### config.mk
export PLATFORM = sky130hd
export DESIGN_NAME = config_loader
export DESIGN_NICKNAME = d
export VERILOG_FILES = /design/src/rtl/config_loader.sv
export SDC_FILE = /design/constraint.sdc
export NUM_CORES = 1
export LEC_CHECK = 0
export ABC_AREA = 1
export CAP_MARGIN = 20
export CORE_MARGIN = 8
export CORE_UTILIZATION = 40
export CTS_BUF_LIST = sky130_fd_sc_hd__clkbuf_8
export CTS_CLUSTER_DIAMETER = 60
export DETAILED_ROUTE_END_ITERATION = 7
export PLACE_DENSITY_LB_ADDON = 0.2
export SLEW_MARGIN = 25
export SYNTH_ARGS = -nofsm -noshare
export SYNTH_HDL_FRONTEND = slang
export SYNTH_SLANG_ARGS = --single-unit
### constraint.sdc
create_clock -name clk -period 2 [get_ports clk]
set_input_delay 0.3 -clock clk [delete_from_list [all_inputs] [get_ports clk]]
set_output_delay 0.3 -clock clk [all_outputs]
set_load 0.02 [all_outputs]
### src/rtl/config_loader.sv
// config_loader: serial bitstream front-end for the tile array.
// Assembles start/address/data/parity frames and commits them to the config bus.
module config_loader #(
    parameter int ADDR_W = 6,
    parameter int DATA_W = 88
) (
    input  logic              clk,
    input  logic              rst_n,
    input  logic              bit_in,
    input  logic              bit_valid,
    input  logic              clear_err,
    output logic              config_en,
    output logic [ADDR_W-1:0] config_addr,
    output logic [0:DATA_W-1] config_data,
    output logic              busy,
    output logic              frame_err,
    output logic [7:0]        frames_loaded
);

    localparam int CNT_W = 7;

    localparam logic [1:0] S_IDLE   = 2'd0;
    localparam logic [1:0] S_ADDR   = 2'd1;
    localparam logic [1:0] S_DATA   = 2'd2;
    localparam logic [1:0] S_PARITY = 2'd3;

    localparam logic [CNT_W-1:0] ADDR_LAST = CNT_W'(ADDR_W - 1);
    localparam logic [CNT_W-1:0] DATA_LAST = CNT_W'(DATA_W - 1);

    logic [1:0]        state_q,  state_d;
    logic [CNT_W-1:0]  cnt_q,    cnt_d;
    logic [ADDR_W-1:0] ash_q,    ash_d;
    logic [0:DATA_W-1] dsh_q,    dsh_d;
    logic              par_q,    par_d;
    logic              en_q,     en_d;
    logic [ADDR_W-1:0] addr_q,   addr_d;
    logic [0:DATA_W-1] data_q,   data_d;
    logic              err_q,    err_d;
    logic [7:0]        frames_q, frames_d;

    // Frame FSM: shift bits into shadows, commit on matching parity.
    always_comb begin
        state_d  = state_q;
        cnt_d    = cnt_q;
        ash_d    = ash_q;
        dsh_d    = dsh_q;
        par_d    = par_q;
        en_d     = 1'b0;
        addr_d   = addr_q;
        data_d   = data_q;
        err_d    = err_q & ~clear_err;
        frames_d = frames_q;
        if (bit_valid) begin
            unique case (state_q)
                S_IDLE: begin
                    if (bit_in) begin
                        state_d = S_ADDR;
                        cnt_d   = '0;
                        par_d   = 1'b0;
                    end
                end
                S_ADDR: begin
                    ash_d = {ash_q[ADDR_W-2:0], bit_in};
                    par_d = par_q ^ bit_in;
                    if (cnt_q == ADDR_LAST) begin
                        state_d = S_DATA;
                        cnt_d   = '0;
                    end else begin
                        cnt_d = cnt_q + 7'd1;
                    end
                end
                S_DATA: begin
                    dsh_d[cnt_q] = bit_in;
                    par_d        = par_q ^ bit_in;
                    if (cnt_q == DATA_LAST) begin
                        state_d = S_PARITY;
                        cnt_d   = '0;
                    end else begin
                        cnt_d = cnt_q + 7'd1;
                    end
                end
                S_PARITY: begin
                    state_d = S_IDLE;
                    cnt_d   = '0;
                    if (bit_in == par_q) begin
                        en_d     = 1'b1;
                        addr_d   = ash_q;
                        data_d   = dsh_q;
                        frames_d = frames_q + 8'd1;
                    end else begin
                        // A failing frame wins over a same-cycle clear.
                        err_d = 1'b1;
                    end
                end
                default: state_d = S_IDLE;
            endcase
        end
    end

    // State and output registers with synchronous active-low reset.
    always_ff @(posedge clk) begin
        if (!rst_n) begin
            state_q  <= S_IDLE;
            cnt_q    <= '0;
            ash_q    <= '0;
            dsh_q    <= '0;
            par_q    <= 1'b0;
            en_q     <= 1'b0;
            addr_q   <= '0;
            data_q   <= '0;
            err_q    <= 1'b0;
            frames_q <= '0;
        end else begin
            state_q  <= state_d;
            cnt_q    <= cnt_d;
            ash_q    <= ash_d;
            dsh_q    <= dsh_d;
            par_q    <= par_d;
            en_q     <= en_d;
            addr_q   <= addr_d;
            data_q   <= data_d;
            err_q    <= err_d;
            frames_q <= frames_d;
        end
    end

    assign config_en     = en_q;
    assign config_addr   = addr_q;
    assign config_data   = data_q;
    assign busy          = (state_q != S_IDLE);
    assign frame_err     = err_q;
    assign frames_loaded = frames_q;

endmodule

Word-level counts from Yosys, hierarchy flattened --
Cells that the tools add are included.
Storage, ports and cells: bits in registers 208, bits of input ports 5, output and inout bits 105, word-level logic and storage cells 56
Operators by class: add/sub/neg operators 2, magnitude comparators 2, eq/ne operators 9, mux-type cells 17, bitwise gates (word level) 4, reduce and logical (&&, ||, !) cells 12
Operators with widths (number):
- 88-bit bitwise mux | 1
- 7-bit case mux with 4 select lines | 1
- 7-bit 2-to-1 mux | 3
- 3-bit AND reduction | 3
- 8-bit by 1-bit adder with 8-bit output (second input constant) | 1
- 8-bit greater-or-equal comparator (second input constant) | 1
- 8-bit by 1-bit less-than comparator with 1-bit output (second input constant) | 1
- 7-bit inverter with 8-bit output | 1
- 2-bit case mux with 4 select lines | 1
- 7-bit by 1-bit adder with 7-bit output (second input constant) | 1
- 1-bit demux with 7-bit select | 1
- 7-bit by 3-bit == test with 1-bit output (second input constant) | 1
- 7-bit == test (second input constant) | 1
- 1-bit 2-to-1 mux | 6
- 2-bit 2-to-1 mux | 3
- 2-bit inequality test (second input constant) | 3
- 2-bit AND reduction | 3
- 2-bit == test (second input constant) | 2
- 4-bit AND reduction | 1
- 2-bit nonzero test | 2
- 2-bit by 1-bit == test with 1-bit output (second input constant) | 1
- 2-bit zero test | 1
- 1-bit case mux with 2 select lines | 1
- 2-bit OR reduction | 1
- 5 further kinds | 5

Logic depth before layout (Yosys ltp) --
depth in word-level cells 6, depth in mapped cells 10, mapped depth without buffers 10

Worst setup path after synthesis --
Ideal clock, no wire load.
kind register to register, from register state_q[0], to register dsh_q[14] (netlist bit), library setup time 0.132 ns, data arrival time 1.519 ns, data required time 1.868 ns, slack 0.349 ns, cell stages (with the launch flop) 9, buffers on the path 0, period minus slack after synthesis 1.651 ns, path through dfxtp_1 > inv_1 > ha_1 > nand2_2 > inv_1 > nand2_2 > clkinv_1 > a21oi_1 > nor3_1
On the way: cells in the longest elaborated chain, start to end 2
Ends and longest elaborated chain:
- start, declared | RTL line 30 | logic [1:0] state_q, state_d;
- start signal, assigned | RTL line 114 | state_q <= state_d;
- 2-bit == test | RTL line 54 | unique case (state_q)
- 2-bit AND reduction (no source line)
- end signal, assigned | RTL line 117 | dsh_q <= dsh_d;
- end, declared | RTL line 33 | logic [0:DATA_W-1] dsh_q, dsh_d;
No other way between the ends. A chain may end at the register's enable or synchronous reset.

Worst setup path in the final report --
from register frames_q[2] (netlist: frames_loaded[2]), to output frames_loaded[2]
RTL lines:
- start, declared | RTL line 39 | logic [7:0] frames_q, frames_d;
- start signal, assigned | RTL line 123 | frames_q <= frames_d;
- end, declared | RTL line 17 | output logic [7:0] frames_loaded
No word-level cell between the ends.

==> flow_metrics.tcl <==
set metrics [dict create \
    period_share_pct 95.8 \
    grt-ovfl-total 0 \
    cts-root-buf "clkbuf_8" \
    netlist_top_cells_area "dfxtp_1 (52%), nor2_1 (12%), o21ai_0 (9.4%), nor3_1 (6.3%), a21oi_1 (5.4%)" \
    grt_pass1_wl_um 36100 \
    hpwl_um 14900 \
    seqCellArea_um2 4160 \
    yosys_warnings 0 \
    synth_edf_count 0 \
    dieHeight_um 157 \
    crit_arrival_ns 1.62 \
    p_seq_share_pct 50.2 \
    r2r_cells 7 \
    cp-start-kind "register" \
    hold_depth 4 \
    cts_setup_buffers 0 \
    multiInputGateArea_um2 3380 \
    final_core_util_pct 52.1 \
    critical_path_class "register to primary output" \
    clock_latency_ns 0.52 \
    cp_num_cells 1 \
    synth_xor_area_share_pct 0.767 \
    clk_pin_slew_ns 0.06 \
    vias_per_cell 5.10 \
    routedWlPerCell_um 15.5 \
    setup.worst_path.start "frames_loaded[2]$_SDFFE_PN0P_" \
    gp_congestion 0.837 \
    dieArea_um2 24800 \
    drt_first_pass_iters 5 \
    dr.first_iter.drc_count 673 \
    worstPathCellList "clkdlybuf4s50_1" \
    tightest_slew_ns 0.946 \
    synthSimpleGateAreaFrac_pct 25.4 \
    nNetsFinal 1182 \
    grt_usage_pct 18.1 \
    area_growth_pct 27.4 \
    synth_top_area_share_pct 52.1 \
    status "finished, final reports clean" \
    via_count 7431 \
    htree_levels 2 \
    p_int_uw 6350 \
    use_met2_pct 29.1 \
    core_um2 19500 \
    grt_max_degree 90 \
    finalNonFillerCells 1456 \
    setup_viol_count_final 0 \
    power_frac_comb_pct 7.3 \
    crit-reg2reg-launch "state_q[0]$_SDFFE_PN0P_" \
    slew_headroom_pct 36.9 \
    ys_ff_latch 208 \
    cts_resized 1 \
    finClkSkew_ns 0.0176 \
    p_leak_uw 0.00370 \
    drv_slew 0 \
    antenna_found_initial 0 \
    rsz0062_at_grt "false" \
    cp_slowest_cell "clkdlybuf4s50_1" \
    ctsHoldBuffers 0 \
    drc 0 \
    min-delay-path-class "primary input to register" \
    clock_path_buffers 3 \
    use_met3_pct 3.84 \
    hold_viol_final 0 \
    async_reset_ff_share_pct 0 \
    min_from "bit_in" \
    switching_share_pct 24.9 \
    synth_mux_area_share_pct 0 \
    synth_nets 1056 \
    yosysSeqAreaShare_pct 52.1 \
    synth.distinct_cells 24 \
    slowest_delay_ns 0.65 \
    use_met1_pct 23.5 \
    dp.cells 1396 \
    synth_area_um2 7990 \
    clkPwrFrac_pct 42.5 \
    fillCellCount 1943 \
    numCtsBuffers 36 \
    fin_crit_ns 1.92 \
    end_kind "primary output" \
    synth_ff_type "dfxtp_1" \
    tns_ns 0 \
    synth_top_family_by_area "simple AND/OR/NAND/NOR gates" \
    synthAdderAreaFrac_pct 1.25 \
    num_antenna_cells 0 \
    synth_cells 1043 \
    layout-drive-gt1-share_pct 9.49 \
    fmax_mhz 522 \
    ir_drop_mv 0.594 \
    synth_compound_area_share_pct 14.8 \
    postSynthAreaPerCell_um2 7.66 \
    grt_pass1_vias 6790 \
    synth_top_cell_by_area "dfxtp_1" \
    portBuffers 109 \
    critical_path.top_delay_family "buffers and inverters" \
    cts.sinks 208 \
    maxCapViolCount 0 \
    path_buf_inv 1 \
    rows 51 \
    die_w_um 157 \
    cp_max_fo 6 \
    ant_nets 0 \
    io_pins 110 \
    drt-total-wl_um 22600 \
    p_sw_uw 2100 \
    start_util_pct 40.9 \
    grt_busiest_layer "met2" \
    cts_tree "yes" \
    pwr_density_cell_nw_per_um2 831 \
    cp.required_ns 1.70 \
]
## kinds of logic (layout without fill, tap and decap cells)
| kind of cell | after synthesis | count (layout) |
|---|---|---|
| buf+inv | 112 | 260 |
| simple gates | 471 | 471 |
| xor+xnor | 7 | 7 |
| flops | 208 | 208 |
| fa+ha+maj | 8 | 8 |
| compound gates | 237 | 237 |
## cell type report
type                       instances  area share, %
clock buffer                      43           5.81
clock inverter                    17          0.725
inverter                          57           2.10
multi-input combinational        723           33.3
sequential                       208           40.9
tap                              265           3.26
timing repair buffer             143           13.9
## registers in the layout (all words and copies together), names as in the netlist
name           cells
config_data       88
dsh_q             88
frames_loaded      8
cnt_q              7
ash_q              6
config_addr        6
state_q            2
config_en          1
frame_err          1
par_q              1
## power groups by stage
| stage | logic (µW) | registers (µW) | clock network, µW |
|---|---|---|---|
| floorplan | 349 | 4370 | 0 |
| global placement | 615 | 4340 | 0 |
| detailed placement | 619 | 4340 | 0 |
| CTS | 617 | 4250 | 3690 |
| global route | 680 | 4250 | 3900 |
| finish | 614 | 4250 | 3590 |
## layout by cell type (no fill, tap or decap)
| master | n |
|---|---|
| nand4_1 | 3 |
| nor2_4 | 5 |
| xnor2_1 | 2 |
| nand2_1 | 51 |
| nor2_1 | 250 |
| inv_2 | 12 |
| o21ai_2 | 1 |
| dfxtp_1 | 208 |
| clkbuf_8 | 43 |
| nor2_2 | 7 |
| a21oi_1 | 86 |
| buf_2 | 2 |
| nand2_2 | 5 |
| clkinvlp_4 | 1 |
| nor3_1 | 100 |
| inv_6 | 1 |
| clkbuf_2 | 1 |
| clkinv_2 | 1 |
| xor2_1 | 5 |
| o21ai_0 | 150 |
| clkinv_1 | 1 |
| buf_4 | 27 |
| nand3_1 | 49 |
| clkdlybuf4s50_1 | 106 |
| buf_12 | 7 |
| inv_1 | 58 |
| ha_1 | 8 |
| nand3b_1 | 1 |
## worst paths after layout
| check | slack [ns] | endpoint |
|---|---|---|
| worst max-delay path | 0.08 | frames_loaded[2] |
| worst max register to register | 0.22 | dsh_q[27]$_SDFFE_PN0P_ |
| worst min register to register | 0.47 | frame_err$_SDFF_PN0_ |
| worst min-delay path | 0.30 | par_q$_SDFFE_PN0P_ |
## Yosys cell counts, types with 5 or more instances
library cell and n:
nor3_1 100, a21oi_1 86, inv_1 44, clkbuf_1 42
dfxtp_1 208, nor2_1 250, xor2_1 5, buf_2 7
nand3_1 49, o21ai_0 150, inv_2 12, nor2_2 8
ha_1 8, nand2_1 52
## layer usage
layer | vias to the layer above | share of wire (%)
met1 | 3451 | 46
met2 | 211 | 45
met4 | 0 | 2.2
met5 | - | 0
met3 | 40 | 7.1
li1 | 3729 | -
## metrics by stage
step | total power, µW | setup slack (ns) | area (µm²) | hold WS [ns]
after floorplan | 4720 | 0.349 | 7990 | 0.446
after global placement | 4950 | 0.0405 | 9510 | 0.453
after detailed placement | 4960 | 0.0402 | 9510 | 0.463
after CTS | 8560 | 0.00445 | 10200 | 0.259
after global routing | 8830 | 0.0399 | 10200 | 0.302
final | 8460 | 0.0830 | 10200 | 0.295
Power figures use the tool's default switching activity.
